$ cat src/rtl/pc_sequencer.sv
// Fetch-stage PC sequencer: owns the program counter, sequences imem req/ack fetches.
// Optional PC_SEQ_PERF_EN adds redirect and stall performance counters.
module pc_sequencer #(
  parameter logic [31:0] RESET_PC   = 32'h0040_0020,
  parameter logic [31:0] EXC_VECTOR = 32'h8000_0180,
  parameter int unsigned INSTR_W    = 32
) (
  input  logic               clk,
  input  logic               rst_n,
  input  logic               stall_f,
  input  logic               branch_taken_d,
  input  logic [31:0]        branch_target_d,
  input  logic               jump_d,
  input  logic [31:0]        jump_target_d,
  input  logic               exc_req,
  output logic               imem_req,
  output logic [31:0]        imem_addr,
  input  logic               imem_ack,
  input  logic [INSTR_W-1:0] imem_rdata,
  output logic [31:0]        pc_f,
  output logic [31:0]        pc_plus4_f,
  output logic [INSTR_W-1:0] instr_f,
  output logic               fetch_valid,
  output logic               flush_d
`ifdef PC_SEQ_PERF_EN
  ,
  output logic [31:0]        redirect_count,
  output logic [31:0]        stall_count
`endif
);

  typedef enum logic [1:0] {StIdle, StReq, StDrain, StHold} state_e;

  state_e             state_q, state_d;
  logic [31:0]        pc_q, pc_d;
  logic [31:0]        pending_q, pending_d;
  logic [INSTR_W-1:0] hold_q, hold_d;

  logic        redirect;
  logic [31:0] target_raw;
  logic [31:0] target;

  assign redirect = exc_req | jump_d | branch_taken_d;

  always_comb begin
    if (exc_req) begin
      target_raw = EXC_VECTOR;
    end else if (jump_d) begin
      target_raw = jump_target_d;
    end else begin
      target_raw = branch_target_d;
    end
  end

  assign target = {target_raw[31:2], 2'b00};

  assign pc_f       = pc_q;
  assign pc_plus4_f = pc_q + 32'd4;
  // The address tracks pc_q, which only moves on ack or while no request is open.
  assign imem_addr  = pc_q;
  assign flush_d    = redirect & rst_n;

  always_comb begin
    state_d     = state_q;
    pc_d        = pc_q;
    pending_d   = pending_q;
    hold_d      = hold_q;
    imem_req    = 1'b0;
    fetch_valid = 1'b0;
    instr_f     = '0;

    case (state_q)
      StIdle: begin
        state_d = StReq;
        if (redirect) begin
          pc_d = target;
        end
      end

      StReq: begin
        imem_req = 1'b1;
        if (imem_ack) begin
          if (redirect) begin
            pc_d = target;
          end else if (stall_f) begin
            hold_d  = imem_rdata;
            state_d = StHold;
          end else begin
            fetch_valid = 1'b1;
            instr_f     = imem_rdata;
            pc_d        = pc_plus4_f;
          end
        end else if (redirect) begin
          pending_d = target;
          state_d   = StDrain;
        end
      end

      StDrain: begin
        // Wrong-path request still open; its response is thrown away.
        imem_req = 1'b1;
        if (imem_ack) begin
          pc_d    = redirect ? target : pending_q;
          state_d = StReq;
        end else if (redirect) begin
          pending_d = target;
        end
      end

      StHold: begin
        if (redirect) begin
          hold_d  = '0;
          pc_d    = target;
          state_d = StReq;
        end else if (!stall_f) begin
          fetch_valid = 1'b1;
          instr_f     = hold_q;
          pc_d        = pc_plus4_f;
          state_d     = StReq;
        end
      end

      default: begin
        state_d = StIdle;
      end
    endcase
  end

  always_ff @(posedge clk or negedge rst_n) begin
    if (!rst_n) begin
      state_q   <= StIdle;
      pc_q      <= RESET_PC;
      pending_q <= '0;
      hold_q    <= '0;
    end else begin
      state_q   <= state_d;
      pc_q      <= pc_d;
      pending_q <= pending_d;
      hold_q    <= hold_d;
    end
  end

`ifdef PC_SEQ_PERF_EN
  logic [31:0] redirect_cnt_q;
  logic [31:0] stall_cnt_q;

  always_ff @(posedge clk or negedge rst_n) begin
    if (!rst_n) begin
      redirect_cnt_q <= '0;
      stall_cnt_q    <= '0;
    end else begin
      if (redirect) begin
        redirect_cnt_q <= redirect_cnt_q + 32'd1;
      end
      if ((state_q == StHold) || (state_q == StDrain)) begin
        stall_cnt_q <= stall_cnt_q + 32'd1;
      end
    end
  end

  assign redirect_count = redirect_cnt_q;
  assign stall_count    = stall_cnt_q;
`endif

endmodule

$ cat config.mk
export PLATFORM = sky130hd
export DESIGN_NAME = pc_sequencer
export DESIGN_NICKNAME = d
export VERILOG_FILES = /design/src/rtl/pc_sequencer.sv
export SDC_FILE = /design/constraint.sdc
export NUM_CORES = 1
export LEC_CHECK = 0
export CORE_MARGIN = 2
export CORE_UTILIZATION = 40
export CTS_CLUSTER_DIAMETER = 150
export DETAILED_ROUTE_END_ITERATION = 8
export PLACE_DENSITY = 0.85
export SYNTH_ARGS = -nofsm -noshare
export SYNTH_HDL_FRONTEND = slang
export SYNTH_SLANG_ARGS = --single-unit
$ cat constraint.sdc
create_clock -name clk -period 4.1 [get_ports clk]
set_clock_uncertainty 0.2 [all_clocks]
set_input_delay 1.23 -clock clk [delete_from_list [all_inputs] [get_ports clk]]
set_output_delay 1.23 -clock clk [all_outputs]
set_load 0.02 [all_outputs]
==> results.yml <==
routing:
  avgViaCountPerCell: 5.76
  drcViolationCount: 0
  vias: 7098
  drt-total-wl_um: 23200
  routedWlPerCell_um: 18.8
  ant_nets: 0
  drt_iter0_drc: 472
  dr.pass1.iters: 5
synth:
  synth.area.top_cells: "dfrtp_1 36%, nand2_1 10%, a22o_1 4.9%"
  ys_types: 67
  ys_warn_count: 0
  yosysSeqAreaShare_pct: 37.0
  netlist_area_um2: 6630
  synthTopCellsByCount: "181 x nand2_1, 96 x dfrtp_1, 44 x nor2_1"
  synth_top_flop_cell: "dfrtp_1"
  syn_nets: 913
  synthCells: 804
  synth-edff-count: 0
  synth_area_leader_cell: "dfrtp_1"
  synth_top_area_share_pct: 36.2
  ys_ff_latch: 98
  synth_async_sr_flop_share_pct: 100
  synth.avg_cell_area_um2: 8.25
  synth_most_common_cell: "nand2_1"
timing:
  hold_slack_ns: 0.273
  slew_headroom_pct: 39.3
  slew_violations: 0
  fin_crit_ns: 4.07
  fmax_mhz: 246
  layout_worst_path_cycle_share_pct: 99.2
  worst_slew_pin_slew_ns: 0.900
  setup_viol: 0
  fin_ws_ns: 0.0325
  hold_violations: 0
die:
  start_util_pct: 40.4
  fp-row-count: 47
  die_width_um: 133
  ios: 234
  core-area_um2: 16400
  dieArea_um2: 17600
  fp.dieH_um: 133
worst_setup_path:
  rrSetupSlack_ns: 1.16
  crit_arrival_ns: 2.64
  endpoint_kind: "primary output"
  cp_max_fo: 8
  cp.required_ns: 2.67
  regToRegStartpoint: "state_q[1]"
  worst-setup-path-type: "in2out"
  critPathLaunchType: "input port"
  setup.worst_path.start: "exc_req"
final_layout:
  diodes: 0
  post-route-util_pct: 58.2
  n_fill_cell: 1390
  final_nets: 1118
  drive_above_1_share_pct: 14.5
  area_delta_synth_final_pct: 44.0
clock_network:
  cts_buffers: 9
  tritoncts: "yes"
  cts.path.max_buffers: 2
  cts_root_buf: "clkbuf_16"
  cts_sinks: 98
  path_clk_slew_ns: 0.06
  clock_latency_ns: 0.35
  htree_levels: 3
hold_path:
  min_from: "hold_q[29]"
  hold_class: "reg2reg"
grt:
  grt_overflow: 0
  grt_start_max_net_pins: 68
  grt_pass1_vias: 6938
  grt_pass1_wl_um: 36400
  groute.usage.overall_pct: 25.9
  antenna_found_initial: 0
placed_design:
  portBuffers: 229
  post-place-ws_ns: -0.719
  dp_hpwl_um: 16000
  gp_congestion: 0.935
status:
  status: "completed"
flow_run:
  cap_violations: 0
pwr:
  p_leak_nw: 4.36
  vdd_drop_max_mv: 0.388
  powerDensity_nw_per_um2: 628
-- layer usage --
metal / routed length, µm / share of wire [%] / up-vias / GRT usage, %
li1: - / - / 3243 / -
met1: 9230 / 40 / 3375 / 32.2
met2: 11300 / 48 / 429 / 44.1
met3: 2060 / 8.9 / 51 / 5.17
met4: 685 / 2.9 / 0 / 10.9
met5: 0 / 0 / - / 0
-- sequential cells by signal (all words and copies together) (netlist names) --
register and count:
pending_q 32, imem_addr 32, hold_q 32, state_q 2
-- where the power goes --
group	total, mW	internal, mW	switching, mW
Clock	0.813	0.443	0.371
Combinational	3.45	1.50	1.94
Sequential	1.73	1.38	0.355
-- worst max-delay path: stages --
cell,delay [ns]
buf_6,0.09
or3_4,0.40
nor3b_4,0.24
buf_12,0.15
buf_12,0.10
buf_16,0.11
a22o_1,0.16
buf_4,0.14
-- final timing paths --
kind	end	cells past startpoint
hold / removal	hold_q[29]	2
setup / recovery	instr_f[19]	8
setup reg to reg	imem_addr[29]	6
min in group asynchronous	hold_q[27]	2
max in group asynchronous	imem_addr[23]	3
hold reg to reg	hold_q[29]	2
-- kinds of logic (layout without fill, tap and decap cells) --
| kind of cell | after synthesis | in the layout | synth area share, % |
|---|---|---|---|
| and+or+nand+nor | 360 | 360 | 25.8 |
| DFF | 98 | 98 | 37.0 |
| xor gates and xnor gates | 23 | 23 | 3.04 |
| adders and majority gates | 6 | 6 | 1.13 |
| AOI/OAI and AO/OA | 179 | 179 | 19.8 |
| buffers and inverters | 110 | 319 | 8.98 |
| muxes | 28 | 28 | 4.25 |
-- metrics by stage --
stage               cell area (µm²)  cells  power (mW)  setup TNS (ns)
floorplan                      6680    804        3.78          -0.256
global placement               9120   1205        5.08          -22.23
detailed placement             9120   1205        5.15          -22.99
CTS                            9570   1232        5.99         -0.0149
global route                   9550   1233        6.34        -0.00285
finish                         9550   1233        6.00               0
-- cell type report --
type / instances / area, µm² / area share (%)
multi-input cells: 596 / 3700 / 38.7
repair buffers: 292 / 2800 / 29.3
flip-flops and latches: 98 / 2460 / 25.7
well taps: 220 / 275 / 2.88
clock buffers: 13 / 260 / 2.73
inverters: 12 / 45.0 / 0.472
clock inverters: 2 / 13.8 / 0.144
-- cells in the final DEF, fill, tap and decap left out, types with 11 or more instances in the layout --
master,count
clkdlybuf4s50_1,183
xnor2_1,13
inv_1,12
nand3b_1,33
nor3_1,20
nand3_1,12
dfrtp_1,93
mux2i_1,27
buf_4,56
buf_2,24
a22o_1,34
nand2_1,181
o21ai_0,29
nor2_1,44
a21oi_1,22
nand4_1,11
-- repair_timing --
item | in CTS | in global routing
hold buffers | 0 | 0
setup buffers | 8 | 2
endpoints found under the setup margin | 46 | 23
gates cloned | 4 | 0
hold endpoints to repair | 0 | 0
gates resized for setup | 164 | 24
pin swaps | 6 | 4
No activity file was read; power rests on OpenSTA's default activity.
